===== src/rtl/dmem_arb_pkg.sv =====
// Shared types and constants for the data-memory arbiter.
package dmem_arb_pkg;

    // Width of the memory-latency counter; covers MEM_LAT up to 15.
    localparam int LAT_W = 4;

    typedef enum logic [1:0] {
        IDLE  = 2'd0,
        ISSUE = 2'd1,
        WAIT  = 2'd2,
        RESP  = 2'd3
    } state_t;

    typedef enum logic {
        PORT_C = 1'b0,
        PORT_D = 1'b1
    } port_id_t;

    // One-hot grant vector for a port id (bit 0 = core, bit 1 = debug).
    function automatic logic [1:0] id_to_onehot(input port_id_t id);
        logic [1:0] oh;
        if (id == PORT_D) begin
            oh = 2'b10;
        end else begin
            oh = 2'b01;
        end
        return oh;
    endfunction

endpackage


===== src/rtl/rr_arb2.sv =====
// Two-way round-robin arbiter: a lone requester always wins; on a tie the
// port that did not win last time is chosen.
module rr_arb2
    import dmem_arb_pkg::*;
(
    input  logic [1:0] req,
    input  port_id_t   last,
    output logic [1:0] gnt,
    output port_id_t   winner
);

    // Pick the winner and build its one-hot grant.
    always_comb begin
        winner = PORT_C;
        gnt    = 2'b00;
        case (req)
            2'b01:   winner = PORT_C;
            2'b10:   winner = PORT_D;
            2'b11:   winner = (last == PORT_C) ? PORT_D : PORT_C;
            default: winner = PORT_C;
        endcase
        if (req != 2'b00) begin
            gnt = id_to_onehot(winner);
        end else begin
            gnt = 2'b00;
        end
    end

endmodule


===== src/rtl/dmem_arbiter.sv =====
// Shares the single-port data memory between the core (C) and the
// debug/loader port (D). One access at a time: grant, issue, wait out the
// memory latency, respond.
module dmem_arbiter
    import dmem_arb_pkg::*;
#(
    parameter int ADDR_W  = 32,
    parameter int DATA_W  = 32,
    parameter int MEM_LAT = 1
) (
    input  logic                clk,
    input  logic                reset,
    input  logic                c_req,
    input  logic                c_we,
    input  logic [ADDR_W-1:0]   c_addr,
    input  logic [DATA_W-1:0]   c_wdata,
    input  logic [DATA_W/8-1:0] c_be,
    output logic                c_gnt,
    output logic                c_rvalid,
    output logic [DATA_W-1:0]   c_rdata,
    input  logic                d_req,
    input  logic                d_we,
    input  logic [ADDR_W-1:0]   d_addr,
    input  logic [DATA_W-1:0]   d_wdata,
    input  logic [DATA_W/8-1:0] d_be,
    output logic                d_gnt,
    output logic                d_rvalid,
    output logic [DATA_W-1:0]   d_rdata,
    output logic                mem_en,
    output logic                mem_we,
    output logic [ADDR_W-1:0]   mem_addr,
    output logic [DATA_W-1:0]   mem_wdata,
    output logic [DATA_W/8-1:0] mem_be,
    input  logic [DATA_W-1:0]   mem_rdata
);

    localparam int BE_W = DATA_W / 8;

    state_t           state;
    port_id_t         last_gnt;
    port_id_t         cur_id;
    port_id_t         winner;
    logic             cur_we;
    logic [LAT_W-1:0] lat_cnt;
    logic [1:0]       req_vec;
    logic [1:0]       arb_gnt;
    logic             grant_ok;

    assign req_vec = {d_req, c_req};

    rr_arb2 u_arb (
        .req    (req_vec),
        .last   (last_gnt),
        .gnt    (arb_gnt),
        .winner (winner)
    );

    // Grants are only offered while idle; reset suppresses them immediately.
    assign grant_ok = (state == IDLE) && !reset;
    assign c_gnt    = grant_ok & arb_gnt[0];
    assign d_gnt    = grant_ok & arb_gnt[1];

    // Access sequencer: latches the winner's request, drives the memory for
    // one cycle, counts out the read latency, then pulses the response.
    always_ff @(posedge clk or posedge reset) begin
        if (reset) begin
            state     <= IDLE;
            last_gnt  <= PORT_D;
            cur_id    <= PORT_C;
            cur_we    <= 1'b0;
            lat_cnt   <= '0;
            c_rvalid  <= 1'b0;
            d_rvalid  <= 1'b0;
            c_rdata   <= '0;
            d_rdata   <= '0;
            mem_en    <= 1'b0;
            mem_we    <= 1'b0;
            mem_addr  <= '0;
            mem_wdata <= '0;
            mem_be    <= '0;
        end else begin
            // Pulses and memory strobes default low; overridden below.
            c_rvalid  <= 1'b0;
            d_rvalid  <= 1'b0;
            mem_en    <= 1'b0;
            mem_we    <= 1'b0;
            mem_addr  <= '0;
            mem_wdata <= '0;
            mem_be    <= '0;
            case (state)
                IDLE: begin
                    if (req_vec != 2'b00) begin
                        state    <= ISSUE;
                        last_gnt <= winner;
                        cur_id   <= winner;
                        mem_en   <= 1'b1;
                        if (winner == PORT_D) begin
                            cur_we    <= d_we;
                            mem_we    <= d_we;
                            mem_addr  <= d_addr;
                            mem_wdata <= d_wdata;
                            mem_be    <= d_be;
                        end else begin
                            cur_we    <= c_we;
                            mem_we    <= c_we;
                            mem_addr  <= c_addr;
                            mem_wdata <= c_wdata;
                            mem_be    <= c_be;
                        end
                    end else begin
                        state <= IDLE;
                    end
                end
                ISSUE: begin
                    lat_cnt <= LAT_W'(1);
                    state   <= WAIT;
                end
                WAIT: begin
                    if (lat_cnt == LAT_W'(MEM_LAT)) begin
                        state   <= RESP;
                        lat_cnt <= '0;
                        if (cur_id == PORT_D) begin
                            d_rvalid <= 1'b1;
                            if (!cur_we) begin
                                d_rdata <= mem_rdata;
                            end else begin
                                d_rdata <= d_rdata;
                            end
                        end else begin
                            c_rvalid <= 1'b1;
                            if (!cur_we) begin
                                c_rdata <= mem_rdata;
                            end else begin
                                c_rdata <= c_rdata;
                            end
                        end
                    end else begin
                        lat_cnt <= lat_cnt + LAT_W'(1);
                    end
                end
                RESP: begin
                    state <= IDLE;
                end
                default: begin
                    state <= IDLE;
                end
            endcase
        end
    end

    // Byte-enable width is fixed by the data width.
    if (BE_W < 1) begin : g_bad_width
        $error("DATA_W must be at least 8");
    end

endmodule


===== config.mk =====
export PLATFORM = sky130hd
export DESIGN_NAME = dmem_arbiter
export DESIGN_NICKNAME = d
export VERILOG_FILES = /design/src/rtl/dmem_arb_pkg.sv /design/src/rtl/rr_arb2.sv /design/src/rtl/dmem_arbiter.sv
export SDC_FILE = /design/constraint.sdc
export NUM_CORES = 1
export LEC_CHECK = 0
export BUFFER_PORTS_ARGS = -buffer_cell sky130_fd_sc_hd__buf_2
export CAP_MARGIN = 25
export CELL_PAD_IN_SITES_DETAIL_PLACEMENT = 1
export CELL_PAD_IN_SITES_GLOBAL_PLACEMENT = 2
export CORE_MARGIN = 2
export CORE_UTILIZATION = 29
export CTS_CLUSTER_SIZE = 30
export DETAILED_ROUTE_END_ITERATION = 6
export GPL_ROUTABILITY_DRIVEN = 1
export PLACE_DENSITY_LB_ADDON = 0.1
export SETUP_SLACK_MARGIN = 0.05
export SYNTH_ARGS = -nofsm -noshare
export SYNTH_HDL_FRONTEND = slang
export SYNTH_HIERARCHICAL = 1
export SYNTH_SLANG_ARGS = --single-unit

===== constraint.sdc =====
create_clock -name clk -period 8.4 [get_ports clk]
set_input_delay 1.26 -clock clk [delete_from_list [all_inputs] [get_ports clk]]
set_output_delay 1.26 -clock clk [all_outputs]
set_load 0.01 [all_outputs]

==> impl_metrics.ini, run 1 <==
[placement]
place_congestion = 0.725
dpl_cell_area_um2 = 7540
place_inst = 973
dp_hpwl_um = 13100
portBuffers = 311
dp_slack_ns = 4.77

[setup_path]
r2r_start = lat_cnt[1]
slowest_stage = inv_6
cp_num_buf_inv = 3
r2r-end = c_rdata[13]
cp.arrival_ns = 2.29
path_class = input pin to output port
crit_path_end_kind = output port
path_cells = buf_2, inv_6, and3_1, buf_2
slowest_delay_ns = 0.49
rr_worst_depth = 5
path_max_fanout = 80
critPathTopFamily = buffers and inverters
crit_required_ns = 7.14
crit_path_frequent_cell = buf_2
r2r_setup_slack_ns = 5.86
worst_setup_path_start_kind = input pin

[worst_hold_path]
hold_path_depth = 1
whs_endpoint = d_rdata[15]
hold_class = flip-flop to flip-flop
hold_start = d_rdata[15]

[power_and_ir_drop]
worst_ir_drop_vdd_v = 0.000131
p_leak_nw = 4.38
pwr_density_cell_nw_per_um2 = 337
totalPowerFinal_mw = 2.74

[timing]
max_slew_margin_pct = 38.3
hold_violations = 0
hold-worst-slack_ns = 0.480
tns_ns = 0
min_period_ns = 3.55
fin_crit_sh_pct = 42.3
setup_ws_ns = 4.85
maxSlewViolCount = 0
finalSetupViolations = 0
rsz0062_at_grt = false
skew_ns = 0.0110
fmax_ghz = 0.281
max_slew.worst_pin.slew_ns = 0.924

[synth]
synth.most_common_cell = dfrtp_1
synth_nets = 594
syn_area_um2 = 5730
synth_seq_cells = 145
syn_avg_cell_area_um2 = 13.8
synth_edf_count = 0
netlist_top_cells_area = dfrtp_1, mux2i_1, mux2_1
yosys.area.top_type = dfrtp_1
synthDistinctLibCells = 31
async_reset_ff_share_pct = 100
synth_top_area_share_pct = 62.9
synthFlopType = dfrtp_1
yosysSeqAreaShare_pct = 63.4
syn-instance-count = 416
synth_warnings = 6
ys_top_cells_by_count = dfrtp_1, nor2_1, mux2i_1

[final_layout]
register_area_um2 = 3630
layout-drive-gt1-share_pct = 52.1
multi_input_area_um2 = 1970
n_fill_cell = 2192
finalNonFillerCells = 1011
layout-area-overhead-vs-synth_pct = 42.1
fin_nets = 906
design_area_um2 = 8140
finish.utilization_pct = 41.9

[grt]
grt.overflow.total = 0
grt_max_degree = 81
grt_pass1_vias = 4675
grt.total_usage_pct = 16.4
grt_antenna_before_repair = 5
grt_first_pass_wirelength_um = 25700

[floorplanning]
die_h_um = 145
start_util_pct = 29.5
num_rows = 51
dieArea_um2 = 20900
placeableCoreArea_um2 = 19400
io_pins = 312
die_w_um = 145

[detailed_routing]
wl_um = 17200
drtIter0Drc = 95
wl_per_cell_um = 17.1
vias_per_cell = 4.36
ant_nets = 0
drcViolationCount = 0
vias = 4413
detail_route.first_pass.iterations = 3

[clocking]
cts_buffer_depth = 2
cts_resized = 0
cts-hold-fix-buffers = 0
cts_buffers = 17
htree_levels = 4
cts_tree = yes
cts_root_buffer = clkbuf_16
clk_pin_slew_ns = 0.07
worstSkewPairLatency_ns = 0.42
cts_setup_buffers = 0
cts_sinks = 145

[job]
maxCapViolations = 0

[status]
status = finished clean
layer usage:
layer / GRT usage, % / share of wire, % / vias to the layer above
li1: - / - / 2055
met1: 19.9 / 40 / 2145
met2: 26.5 / 49 / 192
met3: 6.52 / 9.3 / 17
met4: 5.83 / 1.2 / 4
met5: 0 / 0.16 / -
logic make-up (layout without fill, tap and decap cells):
group / Yosys count / after routing / synth area share (%)
flops: 145 / 145 / 63.4
mux: 133 / 133 / 24.6
simple gates: 90 / 90 / 6.75
buf+inv: 29 / 354 / 2.58
compound gates: 15 / 15 / 1.77
fa+ha+maj: 4 / 4 / 0.874
other cells: 0 / 5 / 0
state kept, by name (all words and copies together) (netlist names):
name,flops
cur_we,1
mem_en,1
mem_wdata,32
mem_be,4
last_gnt,1
mem_addr,32
mem_we,1
d_rvalid,1
c_rdata,32
lat_cnt,4
d_rdata,32
cur_id,1
c_rvalid,1
state,2
layout by cell type, fill, tap and decap left out, types with 2 or more instances in the layout:
cell        Yosys  layout
a21o_1          2       2
clkbuf_16       0      17
nor2_1         72      72
o22a_1          2       2
inv_1           7       6
nand2_1         7       7
mux2_2         32      32
and3_1          3       3
o21ai_0         3       3
inv_6           0       7
buf_4           1       3
buf_2          10     311
diode_2         0       5
mux2i_1        69      69
inv_8           0       2
clkinvlp_4      0       6
nand2b_1        2       2
mux2_1         32      32
dfrtp_1       144     144
ha_1            4       4
area by class of cell:
cell class	instances	area share, %
sequential	145	44.6
multi-input combinational	242	24.3
timing repair buffer	315	19.7
clock buffer	17	5.23
tap	265	4.08
clock inverter	15	1.54
inverter	7	0.384
antenna	5	0.154
worst reg2reg max path: stages, from the launching register on:
cell,delay [ns]
dfrtp_1,0.40
inv_1,0.08
ha_1,0.15
nor3b_4,0.38
nand3_2,0.80
mux2_1,0.61
worst max path at each step:
stage | startpoint | endpoint | slack [ns] | depth (start not counted)
2_1_floorplan | reset | c_gnt | 2.33 | 2
3_3_place_gp | reset | c_gnt | 4.80 | 4
4_1_cts | reset | c_gnt | 4.78 | 4
6_report | reset | d_gnt | 4.85 | 4
3_5_place_dp | reset | c_gnt | 4.77 | 4
5_1_grt | reset | d_gnt | 4.68 | 4
power breakdown:
part | switching [mW] | internal, mW
Clock | 0.317 | 0.386
Combinational | 0.528 | 0.437
Sequential | 0.108 | 0.963
(Power assumes the default switching activity.)
==> run 2: changes to the inputs <==
--- a/config.mk
+++ b/config.mk
@@ -10,7 +10,7 @@
 export CELL_PAD_IN_SITES_DETAIL_PLACEMENT = 1
 export CELL_PAD_IN_SITES_GLOBAL_PLACEMENT = 2
 export CORE_MARGIN = 2
-export CORE_UTILIZATION = 29
+export CORE_UTILIZATION = 27
 export CTS_CLUSTER_SIZE = 30
 export DETAILED_ROUTE_END_ITERATION = 6
 export GPL_ROUTABILITY_DRIVEN = 1
==> constraint.sdc (replaced) <==
create_clock -name clk -period 3.3 [get_ports clk]
set_input_delay 0.495 -clock clk [delete_from_list [all_inputs] [get_ports clk]]
set_output_delay 0.495 -clock clk [all_outputs]
set_load 0.01 [all_outputs]
==> impl_metrics.ini, run 2 (same netlist as run 1, synthesis figures left out) <==
[power_and_ir_drop]
worst_ir_drop_vdd_v = 0.000351
totalPowerFinal_mw = 7.10
clkPwrFrac_pct = 27.0
p_sw_mw = 2.45
p_sw_share_pct = 34.5
p_leak_nw = 4.42
p_int_mw = 4.65
p_seq_share_pct = 38.4
pwr_density_cell_nw_per_um2 = 864
comb_power_share_pct = 34.6

[placement]
dp_slack_ns = 0.884
dp_hpwl_um = 13200
place_inst = 987
place_congestion = 0.735
portBuffers = 311
dpl_cell_area_um2 = 7620

[clocking]
cts_buffers = 17
cts-hold-fix-buffers = 0
htree_levels = 4
cts_resized = 0
cts_setup_buffers = 0
cts_buffer_depth = 2
clk_pin_slew_ns = 0.06
worstSkewPairLatency_ns = 0.42
cts_root_buffer = clkbuf_16
cts_tree = yes
cts_sinks = 145

[final_layout]
layout-area-overhead-vs-synth_pct = 43.4
design_area_um2 = 8210
fin_nets = 909
layout-drive-gt1-share_pct = 52.3
finalNonFillerCells = 1020
final_common_cell = buf_2
final_cell_mix = buf_2, dfrtp_1, nor2_1, mux2i_1

[floorplanning]
die_h_um = 150
die_w_um = 150
start_util_pct = 27.4
num_rows = 53
dieArea_um2 = 22400
placeableCoreArea_um2 = 20900
io_pins = 312

[setup_path]
r2r_start = lat_cnt[1]
worst_setup_path_start_kind = flip-flop
path_class = flip-flop to flip-flop
cp.arrival_ns = 2.69
path_max_fanout = 21
crit_required_ns = 3.60
startpoint = lat_cnt[1]
crit_path_end_kind = flip-flop

[grt]
grt_first_pass_wirelength_um = 25800
met2_usage_pct = 26.5
grt_pass1_vias = 4711
grt.total_usage_pct = 15.4
grt_antenna_before_repair = 6
grt_util_met1_pct = 16.5
grt.overflow.total = 0
grt_busiest_layer = met2
met3_usage_pct = 7.35
grt_max_degree = 146

[detailed_routing]
wl_um = 17200
drcViolationCount = 0
detail_route.first_pass.iterations = 4
drtIter0Drc = 80
vias_per_cell = 4.33
wl_per_cell_um = 16.8
vias = 4412
ant_nets = 0

[timing]
tns_ns = 0
skew_ns = 0.00826
fin_crit_sh_pct = 72.3
max_slew.worst_pin.slew_ns = 0.899
rsz0062_at_grt = false
min_period_ns = 2.39
hold_violations = 0
setup_ws_ns = 0.913
maxSlewViolCount = 0
max_slew_margin_pct = 40.1
fmax_ghz = 0.419
finalSetupViolations = 0

[status]
status = finished clean

[job]
maxCapViolations = 0

[worst_hold_path]
hold_class = input pin to async pin
-- run 2: through the flow --
step | hold slack (ns) | utilization (%)
floorplan | 0.449 | -
global placement | 0.463 | 36.5
detailed placement | 0.473 | 36.5
CTS | 0.280 | 39.3
global route | 0.289 | 39.3
finish | 0.238 | 39.3
-- run 2: area by class of cell --
| cell class | count | area (µm²) |
|---|---|---|
| fillers | 2358 | 12700 |
| flip-flops and latches | 145 | 3630 |
| multi-input cells | 242 | 1970 |
| repair buffers | 318 | 1650 |
| clock buffers | 17 | 425 |
| well taps | 275 | 344 |
| clock inverters | 15 | 160 |
| inverters | 7 | 30.0 |
| diodes | 1 | 2.50 |
-- run 2: path summary, 6_finish.rpt --
| path | endpoint | slack [ns] | depth (start not counted) |
|---|---|---|---|
| worst max register to register | d_rdata[9] | 0.91 | 6 |
| max in group asynchronous | mem_addr[29] | 2.31 | 3 |
| worst min-delay path | mem_addr[23] | 0.24 | 3 |
| min in group clk | c_rdata[13] | 0.30 | 2 |
| worst min register to register | d_rdata[18] | 0.48 | 1 |
| worst max-delay path | d_rdata[9] | 0.91 | 6 |
-- run 2: per-layer routing --
layer  part of all wire [%]  up-vias
met3                     11       29
met2                     50      204
li1                       -     2050
met5                   0.30        -
met1                     36     2121
met4                    1.7        8
-- run 2: critical path, stage by stage, from the launching register on --
cell     delay (ns)
dfrtp_1        0.39
inv_1          0.09
ha_1           0.14
nor3b_4        0.39
and4b_2        0.51
buf_4          0.37
mux2_1         0.37
-- run 2: power by group through the flow --
stage / logic, mW / registers, mW / clock network [mW]
after floorplan: 1.07 / 3.06 / 0
after CTS: 2.54 / 2.74 / 1.98
after global routing: 2.72 / 2.81 / 2.07
after global placement: 2.48 / 2.75 / 0
final: 2.46 / 2.73 / 1.91
after detailed placement: 2.53 / 2.77 / 0
==> run 3: changes to the inputs <==
--- a/config.mk
+++ b/config.mk
@@ -10,7 +10,7 @@
 export CELL_PAD_IN_SITES_DETAIL_PLACEMENT = 1
 export CELL_PAD_IN_SITES_GLOBAL_PLACEMENT = 2
 export CORE_MARGIN = 2
-export CORE_UTILIZATION = 27
+export CORE_UTILIZATION = 24
 export CTS_CLUSTER_SIZE = 30
 export DETAILED_ROUTE_END_ITERATION = 6
 export GPL_ROUTABILITY_DRIVEN = 1
==> constraint.sdc (replaced) <==
create_clock -name clk -period 1.93 [get_ports clk]
set_input_delay 0.2895 -clock clk [delete_from_list [all_inputs] [get_ports clk]]
set_output_delay 0.2895 -clock clk [all_outputs]
set_load 0.01 [all_outputs]
==> impl_metrics.ini, run 3 (same netlist as run 1, synthesis figures left out) <==
[setup_path]
r2r_setup_slack_ns = 0.12
rr_worst_depth = 6
crit_end = d_rdata[29]
path_class = flip-flop to flip-flop
startpoint = lat_cnt[1]
r2r_start = lat_cnt[1]
cp.arrival_ns = 2.10
worst_setup_path_start_kind = flip-flop
crit_path_end_kind = flip-flop
path_max_fanout = 32
r2r-end = d_rdata[29]
crit_required_ns = 2.22

[floorplanning]
placeableCoreArea_um2 = 23500
dieArea_um2 = 25100
die_h_um = 158
die_w_um = 158
io_pins = 312
num_rows = 56
start_util_pct = 24.4

[placement]
dp_hpwl_um = 13200
portBuffers = 311
place_congestion = 0.702
dp_slack_ns = 0.111

[clocking]
cts_root_buffer = clkbuf_16
cts_sinks = 145
cts_setup_buffers = 0
worstSkewPairLatency_ns = 0.42
clk_pin_slew_ns = 0.06
cts-hold-fix-buffers = 0
cts_tree = yes
cts_buffers = 17
cts_buffer_depth = 2
htree_levels = 4
cts_resized = 0

[worst_hold_path]
hold_start = mem_rdata[24]
hold_class = input pin to flip-flop

[grt]
grt.overflow.total = 0
grt_max_degree = 146
grt_first_pass_wirelength_um = 26200
grt_pass1_vias = 4752
grt.total_usage_pct = 14.0
grt_antenna_before_repair = 4

[timing]
max_slew.worst_pin.slew_ns = 0.800
fmax_ghz = 0.553
setup_ws_ns = 0.121
maxSlewViolCount = 0
rsz0062_at_grt = true
hold-worst-slack_ns = 0.103
min_period_ns = 1.81
hold_violations = 0
max_slew_margin_pct = 46.7
skew_ns = 0.0107
finalSetupViolations = 0
fin_crit_sh_pct = 93.7

[status]
status = finished clean

[power_and_ir_drop]
worst_ir_drop_vdd_v = 0.000466
p_leak_nw = 4.43
pwr_density_cell_nw_per_um2 = 1460

[detailed_routing]
vias = 4422
drtIter0Drc = 88
drcViolationCount = 0
ant_nets = 0
wl_um = 17400
wl_per_cell_um = 16.3
detail_route.first_pass.iterations = 4
vias_per_cell = 4.14

[final_layout]
layout-drive-gt1-share_pct = 52.5
finish.utilization_pct = 35.4
final_cell_mix = buf_2, dfrtp_1, nor2_1, mux2i_1
n_fill_cell = 2658
multi_input_area_um2 = 1970
fin_nets = 912
register_area_um2 = 3630
layout-area-overhead-vs-synth_pct = 44.9
final_common_cell = buf_2

[job]
maxCapViolations = 0
run 3: cell count changes in the layout (fill, tap and decap cells not counted), sizes merged:
cell,change
buf,+3
bufinv,-1
clkbuf,+1
clkinv,+1
clkinvlp,+2
inv,-3
run 3: layout make-up:
cell class | instances | area share [%]
Antenna cell | 1 | 0.0302
Clock buffer | 18 | 5.29
Clock inverter | 14 | 1.43
Inverter | 7 | 0.362
Multi-Input combinational cell | 242 | 23.8
Sequential cell | 145 | 43.7
Tap cell | 319 | 4.81
Timing Repair Buffer | 321 | 20.6
run 3: power by group:
group	internal [mW]	switching, mW	total [mW]
logic	2.00	2.33	4.33
clock network	1.72	1.39	3.11
registers	4.19	0.465	4.66
total	7.91	4.18	12.1
run 3: worst max-delay path, stage by stage, from the launching register on:
cell and delay (ns):
dfrtp_1 0.40, inv_1 0.09, ha_1 0.15, nor3b_4 0.18, and4b_2 0.27, buf_12 0.22
mux2_2 0.36
run 3: how the worst min path moves through the flow:
stage                   to  slack, ns  depth (start not counted)
6_report       d_rdata[24]       0.10                          2
3_3_place_gp   d_rdata[10]       0.46                          1
3_5_place_dp    d_rdata[2]       0.47                          1
2_1_floorplan  c_rdata[13]       0.42                          1
4_1_cts        d_rdata[24]       0.08                          2
5_1_grt        d_rdata[11]       0.09                          2
run 3: routing by layer:
layer	vias up	wire (µm)	part of all wire, %	global-route usage, %
met5	-	30	0.17	0
li1	2057	-	-	-
met4	4	270	1.6	5.02
met1	2137	6950	40	16.0
met3	20	1770	10	6.12
met2	204	8390	48	23.3
run 3: per-stage QoR:
step | TNS, ns | power, mW | instances | instance area [µm²]
finish | 0 | 12.1 | 1067 | 8300
global route | 0 | 13.0 | 1066 | 8300
CTS | 0 | 12.4 | 1066 | 8300
detailed placement | 0 | 9.19 | 1034 | 7740
global placement | 0 | 9.06 | 1034 | 7740
floorplan | -29.73 | 7.08 | 416 | 5730
